## config.mk

```make
export PLATFORM = sky130hd
export DESIGN_NAME = rom_arbiter_flat
export DESIGN_NICKNAME = d
export VERILOG_FILES = /design/src/rtl/rom_pkg.sv /design/src/rtl/rom_arbiter_if.sv /design/src/rtl/rom_arbiter_rr_picker.sv /design/src/rtl/rom_arbiter.sv /design/src/flat_wrapper.sv
export SDC_FILE = /design/constraint.sdc
export NUM_CORES = 1
export LEC_CHECK = 0
export ABC_AREA = 1
export BUFFER_PORTS_ARGS = -buffer_cell sky130_fd_sc_hd__clkbuf_2
export CAP_MARGIN = 20
export CORE_UTILIZATION = 23
export DETAILED_ROUTE_END_ITERATION = 7
export SLEW_MARGIN = 20
export SYNTH_ARGS = -nofsm -noshare
export SYNTH_HDL_FRONTEND = slang
export SYNTH_SLANG_ARGS = --single-unit
```

## constraint.sdc

```tcl
create_clock -name clk -period 2 [get_ports clk]
set_clock_uncertainty 0.1 [all_clocks]
set_input_delay 0.2 -clock clk [delete_from_list [all_inputs] [get_ports clk]]
set_output_delay 0.2 -clock clk [all_outputs]
set_load 0.05 [all_outputs]
```

## src/rtl/rom_pkg.sv

```systemverilog
// Shared types and constants for the ROM access arbiter.
package rom_pkg;

  localparam int ROM_ADDR_W = 15;
  localparam int ROM_DATA_W = 32;

  // Data returned to a requester whose access timed out.
  localparam logic [ROM_DATA_W-1:0] ROM_ERR_DATA = '0;

  typedef enum logic [1:0] {
    IDLE,
    WAIT,
    DRAIN,
    BIST
  } rom_arb_state_t;

endpackage

```

## src/rtl/rom_arbiter_if.sv

```systemverilog
// Requester-side bus of the ROM arbiter: request/address in, grant/response out.
interface rom_arbiter_if import rom_pkg::*; #(
  parameter int NUM_PORTS = 3
) ();

  logic [NUM_PORTS-1:0]                 req_i;
  logic [NUM_PORTS-1:0][ROM_ADDR_W-1:0] addr_i;
  logic [NUM_PORTS-1:0]                 gnt_o;
  logic [NUM_PORTS-1:0]                 rvalid_o;
  logic [ROM_DATA_W-1:0]                rdata_o;
  logic                                 rerr_o;

  // Arbiter side.
  modport slave (
    input  req_i,
    input  addr_i,
    output gnt_o,
    output rvalid_o,
    output rdata_o,
    output rerr_o
  );

  // Requester side.
  modport master (
    output req_i,
    output addr_i,
    input  gnt_o,
    input  rvalid_o,
    input  rdata_o,
    input  rerr_o
  );

endinterface

```

## src/rtl/rom_arbiter_rr_picker.sv

```systemverilog
// Combinational round-robin pick: first requester after last_grant, wrapping.
module rr_picker #(
  parameter int NUM_PORTS = 3,
  parameter int LW        = $clog2(NUM_PORTS)
) (
  input  logic [NUM_PORTS-1:0] req,
  input  logic [LW-1:0]        last_grant,
  output logic                 vld,
  output logic [LW-1:0]        win
);

  int idx;

  // Scan ports last_grant+1 .. last_grant+NUM_PORTS (mod NUM_PORTS), keep the first hit.
  always_comb begin
    vld = 1'b0;
    win = '0;
    idx = 0;
    for (int i = 1; i <= NUM_PORTS; i++) begin
      idx = (int'(last_grant) + i) % NUM_PORTS;
      if (!vld && req[idx]) begin
        vld = 1'b1;
        win = LW'(idx);
      end
    end
  end

endmodule

```

## src/rtl/rom_arbiter.sv

```systemverilog
// Round-robin arbiter sharing one ROM controller between NUM_PORTS requesters,
// with access timeout and an MBIST mode that drains any outstanding access first.
module rom_arbiter import rom_pkg::*; #(
  parameter int NUM_PORTS = 3,
  parameter int TIMEOUT   = 4
) (
  input  logic                  clk,
  input  logic                  rst,
  rom_arbiter_if.slave          bus,
  output logic                  rom_req,
  output logic [ROM_ADDR_W-1:0] rom_addr,
  input  logic [ROM_DATA_W-1:0] rom_rdata,
  input  logic                  rom_ready,
  input  logic                  bist_req_i,
  output logic                  mbist_en,
  input  logic                  mbist_done,
  output logic                  bist_done_o
);

  localparam int LW = $clog2(NUM_PORTS);
  localparam int TW = $clog2(TIMEOUT + 1);

  rom_arb_state_t        state_q, state_d;
  // last_grant doubles as the owner of the outstanding access: it only moves on issue.
  logic [LW-1:0]         last_q;
  logic [TW-1:0]         tcnt_q, tcnt_d;
  logic                  done_q, done_d;
  logic                  issue;
  logic                  pick_vld;
  logic [LW-1:0]         pick_win;
  logic                  timed_out;
  logic [NUM_PORTS-1:0]  gnt, rvalid;
  logic [ROM_DATA_W-1:0] rdata;
  logic                  rerr;
  logic                  bist_done;

  rr_picker #(.NUM_PORTS(NUM_PORTS)) u_picker (
    .req        (bus.req_i),
    .last_grant (last_q),
    .vld        (pick_vld),
    .win        (pick_win)
  );

  assign timed_out = !rom_ready && (tcnt_q == TW'(TIMEOUT - 1));

  // Next-state and output decode; everything is forced quiet while rst is high.
  always_comb begin
    state_d   = state_q;
    tcnt_d    = tcnt_q;
    done_d    = 1'b0;
    issue     = 1'b0;
    gnt       = '0;
    rvalid    = '0;
    rdata     = '0;
    rerr      = 1'b0;
    rom_req   = 1'b0;
    rom_addr  = '0;
    mbist_en  = 1'b0;
    bist_done = 1'b0;

    case (state_q)
      IDLE: begin
        if (bist_req_i) begin
          mbist_en = 1'b1;
          state_d  = BIST;
        end else if (pick_vld) begin
          issue = 1'b1;
        end
      end
      WAIT, DRAIN: begin
        if (rom_ready || timed_out) begin
          rvalid[last_q] = 1'b1;
          rerr           = !rom_ready;
          rdata          = rom_ready ? rom_rdata : ROM_ERR_DATA;
          if (state_q == DRAIN || bist_req_i) begin
            state_d = BIST;
          end else if (rom_ready && pick_vld) begin
            issue = 1'b1;
          end else begin
            state_d = IDLE;
          end
        end else begin
          tcnt_d = tcnt_q + TW'(1);
          if (bist_req_i) begin
            state_d = DRAIN;
          end
        end
      end
      BIST: begin
        if (bist_req_i) begin
          mbist_en  = 1'b1;
          done_d    = done_q | mbist_done;
          bist_done = done_d;
        end else begin
          state_d = IDLE;
        end
      end
      default: state_d = IDLE;
    endcase

    if (issue) begin
      gnt[pick_win] = 1'b1;
      rom_req       = 1'b1;
      rom_addr      = bus.addr_i[pick_win];
      state_d       = WAIT;
      tcnt_d        = '0;
    end

    if (rst) begin
      gnt       = '0;
      rvalid    = '0;
      rdata     = '0;
      rerr      = 1'b0;
      rom_req   = 1'b0;
      rom_addr  = '0;
      mbist_en  = 1'b0;
      bist_done = 1'b0;
    end
  end

  // Control registers: FSM state, round-robin pointer, timeout counter, MBIST done latch.
  always_ff @(posedge clk) begin
    if (rst) begin
      state_q <= IDLE;
      last_q  <= LW'(NUM_PORTS - 1);
      tcnt_q  <= '0;
      done_q  <= 1'b0;
    end else begin
      state_q <= state_d;
      tcnt_q  <= tcnt_d;
      done_q  <= done_d;
      if (issue) begin
        last_q <= pick_win;
      end
    end
  end

  assign bus.gnt_o    = gnt;
  assign bus.rvalid_o = rvalid;
  assign bus.rdata_o  = rdata;
  assign bus.rerr_o   = rerr;
  assign bist_done_o  = bist_done;

endmodule

```

## src/flat_wrapper.sv

```systemverilog
// flat-port wrapper written by rule: the top's interface ports become plain ports
module rom_arbiter_flat import rom_pkg::*;
#(
  parameter int NUM_PORTS = 3,
  parameter int TIMEOUT   = 4
)
  (clk, rst, rom_req, rom_addr, rom_rdata, rom_ready, bist_req_i, mbist_en, mbist_done, bist_done_o, bus_req_i, bus_addr_i, bus_gnt_o, bus_rvalid_o, bus_rdata_o, bus_rerr_o);
  rom_arbiter_if #(.NUM_PORTS(NUM_PORTS)) bus_i ();
  input  logic clk;
  input  logic rst;
  output logic rom_req;
  output logic [ROM_ADDR_W-1:0] rom_addr;
  input  logic [ROM_DATA_W-1:0] rom_rdata;
  input  logic rom_ready;
  input  logic bist_req_i;
  output logic mbist_en;
  input  logic mbist_done;
  output logic bist_done_o;
  input wire logic [$bits(bus_i.req_i)-1:0] bus_req_i;
  input wire logic [$bits(bus_i.addr_i)-1:0] bus_addr_i;
  output wire logic [$bits(bus_i.gnt_o)-1:0] bus_gnt_o;
  output wire logic [$bits(bus_i.rvalid_o)-1:0] bus_rvalid_o;
  output wire logic [$bits(bus_i.rdata_o)-1:0] bus_rdata_o;
  output wire logic [$bits(bus_i.rerr_o)-1:0] bus_rerr_o;
  assign bus_i.req_i = bus_req_i;
  assign bus_i.addr_i = bus_addr_i;
  assign bus_gnt_o = bus_i.gnt_o;
  assign bus_rvalid_o = bus_i.rvalid_o;
  assign bus_rdata_o = bus_i.rdata_o;
  assign bus_rerr_o = bus_i.rerr_o;
  rom_arbiter #(.NUM_PORTS(NUM_PORTS), .TIMEOUT(TIMEOUT)) u_core (.clk(clk), .rst(rst), .bus(bus_i), .rom_req(rom_req), .rom_addr(rom_addr), .rom_rdata(rom_rdata), .rom_ready(rom_ready), .bist_req_i(bist_req_i), .mbist_en(mbist_en), .mbist_done(mbist_done), .bist_done_o(bist_done_o));
endmodule
```

==> reports/summary.md, run 1 <==
Hold repair after CTS inserted 0 buffers. The portion of the post-synthesis area used by sequential elements was 0.09992. The logs give 2261 for the via count of the first global-routing pass and 2.27 ns for the arrival time at the worst endpoint. The area growth from synthesis to final layout came out at 124.3%. The critical path is of the reg -> out type. The checks that failed: negative setup slack. The floorplan has 30 rows.

The average via count per standard cell is 4.467, and the fraction of the mapped netlist area in adder cells is 0.08587. The worst endpoint required time is 1.70 ns, and the peak fanout along the critical path is 5. The overall die height was 85.48 um; the share of synthesized area spent on multiplexers was 0. The worst-case reg-to-reg path depth was 12.

The number of search-and-repair iterations in the first detailed-routing pass came out at 4. The tools report the endpoint of the most critical register-to-register path as u_core.last_q[0]$_SDFFE_PP0P_. Clock edge transition at the registers on the reported setup and hold paths: 0.04 ns. STA classifies the critical path startpoint as a flip-flop. Number of remaining DRC errors: 0. Power spread over the standard cell area amounts to 1363 nW/um^2. The tools report the total CTS buffers as 3. The detailed router placed 2412 vias in this run. Total routing usage reported by global routing: 0.1626. In this run the static leakage power is 1.817 nW. For the post-synthesis net count, the log shows 379. The tools report the final max-slew violation count as 0. At the later pin of the worst-skew pair, clock insertion delay measures 0.23 ns. The tools report the number of antenna diodes as 0.

The worst hold path was traced through 2 stages. In this run the tool buffered the top-level ports with 141 buffer cells. Setup violations remaining at the end of the flow were counted as 20. Initial cell density of the core: 0.2372. Subtracting the final worst setup slack from the clock period gives 2.570 ns. The total standard cell area after synthesis is 1603 sq um, and the average wire length per cell after detail routing is 11.54 um. The min-delay analysis places its worst path in the category in -> reg. The relative slew slack was 0.7963; the post-detailed-routing wire length was 6.234 mm. The run gives 1 as the depth of the CTS H-tree. Main combinational cell family by area after synthesis: simple AND/OR/NAND/NOR gates. Setup repair after global routing could not meet its margin everywhere. The count of antenna-violating nets left after detailed routing is 0.

The run gives 0 as the total global routing overflow. The run finished, with violations left. The number of cells produced by synthesis is 283. 142 I/O pins were placed.

The HPWL reported at the end of detailed placement came out at 4.522 mm. The synthesized design spends more area on one cell type than any other, namely nand2_1. The global placer's final weighted congestion is 0.8026. Synthesized-area fraction occupied by ao, oa, aoi and oai cells: 0.06479. The fraction of final layout cells sized beyond drive strength 1 is 0.6696, and the placed standard-cell area is 2923 sq um. The worst voltage drop across the vdd grid was 0.0005928 V. The floorplan step defined a die boundary enclosing 7307 sq um. The cell sitting at the root of the clock tree is a clkbuf_8. The slew at the pin closest to its max-slew limit works out to 0.3055 ns. Counting every sink on the clock net gives 8.

Timing would allow up to 0.3892 GHz. The logs give 0 for the reported max-cap violation count and 0 for the initial antenna violation count. The worst setup path is captured at a primary output. The tools report the startpoint of the lowest-slack register-to-register path as u_core.last_q[1]$_SDFFE_PP1P_.

The post-synthesis simple-gate area fraction was 0.6112; the core outline area was 6756 sq um. The final-stage net count is 558. Summing internal, switching and leakage power gives 4.899 mW. The path with the worst hold slack has its endpoint at u_core.state_q[0]$_SDFFE_PP0P_. Final hold analysis gives a worst-case slack of 0.1140 ns. The DRC violation total after the first TritonRoute iteration was 47; the area share of the leading cell type in the synthesized netlist was 0.2272. The total of warnings raised by yosys is 0. TritonCTS built the clock tree. The logs give 0 for the final-report hold violation count and 35 for the maximum number of pins on one net before global-route repair. The final design area excluding fillers came out at 3595 sq um. No sink is reached through more buffers than the 2 on the longest clock path. After synthesis, the cell types taking the most area are nand2_1 (23%), nor2_1 (11%), dfxtp_1 (10%), ha_1 (8.6%), inv_1 (7.5%). The post-synthesis share of cell area spent on xor and xnor gates is 0.005464, and the average size of a mapped cell is 5.664 sq um. The horizontal die dimension came out at 85.48 um.

The worst-case setup margin in the final layout came out at -0.5697 ns. The register bit total from synthesis was 8. The wire length of the first global-routing pass was 9.639 mm; the register-to-register setup slack was -0.01 ns. In this run, distinct cell masters in the synthesized netlist total 30. The final clock period utilization by the worst path works out to 1.285.

The launch instance of the worst min-delay path was rst.
## cells by family (layout without fill, tap and decap cells)
logic type                 after synthesis  count (layout)
xor gates and xnor gates                 1               1
buffers and inverters                   49             225
DFF                                      8               8
AOI/OAI and AO/OA                       14              14
adders and majority gates               11              11
and+or+nand+nor                        200             201
## worst max path at each step
| stage | startpoint | endpoint | slack, ns |
|---|---|---|---|
| after CTS | u_core.last_q[0]$_SDFFE_PP0P_ | rom_addr[7] | -0.57 |
| after detailed placement | u_core.last_q[0]$_SDFFE_PP0P_ | rom_addr[7] | -0.44 |
| final | u_core.last_q[1]$_SDFFE_PP1P_ | rom_addr[12] | -0.57 |
| after global routing | u_core.last_q[1]$_SDFFE_PP1P_ | rom_addr[12] | -0.70 |
| after floorplan | u_core.state_q[0]$_SDFFE_PP0P_ | bus_rvalid_o[1] | -0.38 |
| after global placement | u_core.last_q[0]$_SDFFE_PP0P_ | rom_addr[10] | -0.39 |
## critical path, cell delays in order, from the launching register on
cell	delay, ns
dfxtp_4	0.36
inv_2	0.06
ha_4	0.31
nand3_2	0.12
nand3_4	0.11
nor2_2	0.06
nand2_2	0.09
nand4_4	0.17
nor2_8	0.20
buf_6	0.12
buf_12	0.12
nand3_4	0.08
nand2_4	0.08
clkbuf_16	0.15
## state kept, by name, summed over array words and instances (netlist names)
register	count
u_core.state_q	2
u_core.last_q	2
u_core.done_q	1
u_core.tcnt_q	3
## power breakdown
| part | switching (mW) | internal, mW | leakage, nW | total (mW) |
|---|---|---|---|---|
| registers | 0.0385 | 0.213 | 0.0670 | 0.251 |
| logic | 2.56 | 1.90 | 1.73 | 4.46 |
| clock network | 0.0613 | 0.130 | 0.0216 | 0.191 |
## stage by stage
stage | setup slack, ns | util | std cells | TNS (ns)
floorplan | -0.3846 | - | 283 | -4.988
global placement | -0.3865 | 0.4326 | 518 | -6.583
detailed placement | -0.4391 | 0.4326 | 518 | -7.403
CTS | -0.5683 | 0.5157 | 535 | -10.06
global route | -0.6964 | 0.5320 | 540 | -12.42
finish | -0.5697 | 0.5320 | 540 | -9.945
## cells in the mapped netlist
cell type  count
o211ai_1       1
nand3_1       16
xor2_1         1
nor3_1         4
inv_1         32
clkbuf_1       6
nor2_8         1
ha_1          11
nand3_2       11
nor2_1        45
o22ai_1        2
clkinv_1       1
a21oi_1        4
nand3b_1      15
o21a_1         1
inv_2          4
o21ai_0        3
nand2_1       97
buf_6          3
buf_4          1
dfxtp_1        8
nand4_4        1
nand2_4        2
a21oi_4        1
nand2_2        6
o21ai_4        1
nor3_4         1
or2_2          1
buf_2          2
o21ai_2        1
## routing by layer
layer	vias to the layer above	global-route usage	part of all wire
li1	1237	-	-
met1	1046	0.1580	0.37
met2	115	0.3382	0.54
met3	14	0.03794	0.077
met4	0	0.03788	0.016
met5	-	0	0
## repair_timing
action                     CTS  global route
pin swaps                   13            10
gates resized for setup     68            24
gates cloned                 2             0
setup endpoints to repair   56            57
setup buffers               13             5
## placed cells by master, fill, tap and decap left out, types with 4 or more instances in the layout
master / netlist / layout
nand3_1: 16 / 11
dfxtp_1: 8 / 4
buf_12: 0 / 7
ha_1: 11 / 6
nand2_2: 6 / 23
inv_2: 4 / 5
inv_4: 0 / 4
buf_8: 0 / 6
buf_6: 3 / 5
nand3b_1: 15 / 15
nand3_4: 0 / 8
inv_1: 32 / 27
nor2_2: 0 / 33
clkbuf_2: 0 / 118
buf_4: 1 / 34
nand2_4: 2 / 19
nor2_1: 45 / 11
a21oi_1: 4 / 4
nand2_1: 97 / 63
clkbuf_8: 0 / 5
clkbuf_16: 0 / 11
nand3_2: 11 / 8
## cell type report
type	count	area, sq um
inverter	37	148.9
tap	80	100.1
multi-input combinational	227	1662
timing repair buffer	185	1470
fill	629	3162
sequential	8	172.7
clock buffer	3	41.29
(Power assumes the default switching activity.)
==> inputs of run 2 (changes only) <==
GPL_TIMING_DRIVEN = 0   (was unset)
clock period = 2.5 ns   (was 2 ns; I/O delays follow)
==> reports/summary.md, run 2 (synthesis gave the netlist of run 1 again) <==
The count of fill cells added during filler insertion is 685, and the average via count per standard cell is 4.356. Row generation in the floorplan step produced 30 rows. For the count of endpoints failing setup in the final report, the log shows 17.

The run gives 2439 sq um as the placed standard-cell area. The final reports fail on negative setup slack. In this run, the number of DRC markers left after iteration 0 of detailed routing was 77. The post-route minimum period is 2.617 ns, and the worst-case reg-to-reg path depth is 12. The number of instances on the worst hold path is 2. In this design, the stage delay of the slowest critical-path cell is 0.36 ns.

The quantity of hold-fixing buffers added after cts was 0; the count of antenna-violating nets left after detailed routing was 0. Total power for the finished layout comes to 3.451 mW. Overall die height: 85.48 um. The library cells used most frequently in the layout, excluding fill and tap cells, are clkbuf_2 (122), nand2_1 (76), nor2_1 (43), inv_1 (28), nand2_2 (22).

For this run, the post-layout net count is 543. Via count of the first global-routing pass: 2005. The core region is 6756 sq um. Setup repair after global routing could not meet its margin everywhere.

The worst register-to-register path has a setup slack of 0.38 ns. At the worst endpoint, the arrival time is 2.27 ns. For the count of pins on the block boundary, the log shows 142. The worst setup path is of the reg -> out kind.

The average wire length per cell after detail routing is 10.67 um. Wires add up to 5.601 mm. The run gives 2287 as the via total after detailed routing. Total global routing overflow: 0.

Clock latency on the worst-skew pair, taken at its later pin, is 0.23 ns. The logs give 0.1452 for the total routing usage reported by global routing and 0.3822 GHz for the top achievable clock speed. The initial antenna violation count is 0. Prior to clock tree synthesis, the placed netlist has a worst setup slack of -0.2298 ns.

Largest buffer count on any clock path: 2. The met3 track demand over resource in global routing came out at 0.02140. Global placer's final weighted congestion: 0.7955. The run finished, with violations left. For the relative slew slack, the log shows 0.7357.

Among cell families on the critical path, the largest total delay comes from simple AND/OR/NAND/NOR gates. The first TritonRoute pass finished after 4 iterations. The worst voltage drop across the vdd grid was 0.0003501 V. The critical path capture point type was a primary output. Wire length of the first global-routing pass: 8.680 mm.

The final-report hold violation count was 0; the HPWL reported at the end of detailed placement was 4.110 mm. The number of remaining DRC errors is 0, and the final max-slew violation count is 0. Leaving out fill and tap cells, the most frequent cell in the layout is clkbuf_2.

The power density over the cells came out at 1122 nW/um^2. On the critical path, the stage with the largest delay is an instance of dfxtp_4. The met2 layer usage reported by global route came out at 0.2982. In the final layout, the registers with the most flip-flops are u_core.tcnt_q x3, u_core.last_q x2, u_core.state_q x2.

TritonCTS built the clock tree. The depth of the CTS H-tree came out at 1. The final clock period utilization by the worst path was 1.047; the number of flip-flops in the largest register was 3. Compared with the post-synthesis result, the final layout area differs by 91.96%.

The total die area is 7307 sq um, and the reported max-cap violation count is 0. The worst hold path belongs to the class in -> reg. The number of port buffers works out to 141.

Entering global routing, the biggest net connects 11 pins. The sequential cell area is 170.2 sq um. Global-route track usage on met1: 0.1508. The root buffer cell was clkbuf_8.

The horizontal die dimension is 85.48 um. The fraction of final layout cells sized beyond drive strength 1 is 0.5303. In this run the most used layer during global routing was met2. The area of the multi-input gates came out at 1436 sq um.

The critical path goes through buf_4, ha_1, o21ai_0, nand2_2, nor3_4, nand2_2, nand2_4, nor2_8, buf_8, buf_12, nand3_4, nand2_4, buf_8. Clock-pin slew was measured on the worst setup and hold paths at 0.04 ns. The number of antenna diodes is 0, and the total CTS buffers is 3. The worst-case setup margin in the final layout was -0.1168 ns. For the pin with the worst max-slew slack, the measured transition is 0.3951 ns.

The number of sinks handled by clock tree synthesis is 8, and the utilization of the core after routing is 0.4554. The instance count on the critical path works out to 13. The peak fanout along the critical path is 5, and the number of buffers and inverters on the critical path is 4. Initial cell density of the core: 0.2372. Once layout is done, the placed cells without fillers occupy 3077 sq um. Data on the critical path is required at its endpoint by 2.15 ns.

For this design the static power due to leakage is 1.658 nW. Ranked by flip-flop count, first place goes to u_core.tcnt_q. The tools report the type of element launching the critical path as a flip-flop.
[run 2: cell types whose count changed in the layout (fill, tap and decap cells not counted), sizes merged]
cell,delta
clkbuf,-1
nand2,-1
buf,-13
[run 2: power breakdown]
group          internal, mW  total, mW  switching [mW]
clock network         0.104      0.154          0.0494
registers             0.169      0.207          0.0377
logic                  1.21       3.09            1.88
total                  1.49       3.45            1.97
[run 2: final timing paths]
path,start,to
worst max-delay path,u_core.last_q[1]$_SDFFE_PP1P_,rom_addr[6]
worst min-delay path,rst,u_core.state_q[0]$_SDFFE_PP0P_
worst max register to register,u_core.last_q[1]$_SDFFE_PP1P_,u_core.last_q[1]$_SDFFE_PP1P_
worst min register to register,u_core.tcnt_q[2]$_SDFFE_PP0P_,u_core.tcnt_q[2]$_SDFFE_PP0P_
[run 2: final cells by class]
cell class,count,share of cell area
timing repair buffer,159,0.3497
sequential,8,0.05531
inverter,37,0.05165
buffer,12,0.03050
tap,80,0.03253
multi-input combinational,226,0.4669
clock buffer,3,0.01342
[run 2: per-layer routing]
| layer | share of wire | wire length, um |
|---|---|---|
| met5 | 0 | 0 |
| met4 | 0.0095 | 53 |
| met3 | 0.059 | 331 |
| met2 | 0.56 | 3114 |
| met1 | 0.38 | 2101 |
[run 2: stage by stage]
stage | hold slack (ns) | instances | TNS (ns)
floorplan | 0.2224 | 283 | -0.03731
detailed placement | 0.3536 | 504 | -2.630
global placement | 0.3504 | 504 | -2.187
CTS | 0.1435 | 519 | -0.9331
global route | 0.1521 | 525 | -3.110
finish | 0.1483 | 525 | -1.168
[run 2: what timing repair did]
| action | in CTS | in global routing |
|---|---|---|
| setup endpoints to repair | 19 | 19 |
| gates cloned | 0 | 1 |
| gates resized for setup | 67 | 54 |
| pin swaps | 12 | 19 |
| setup buffers | 12 | 5 |
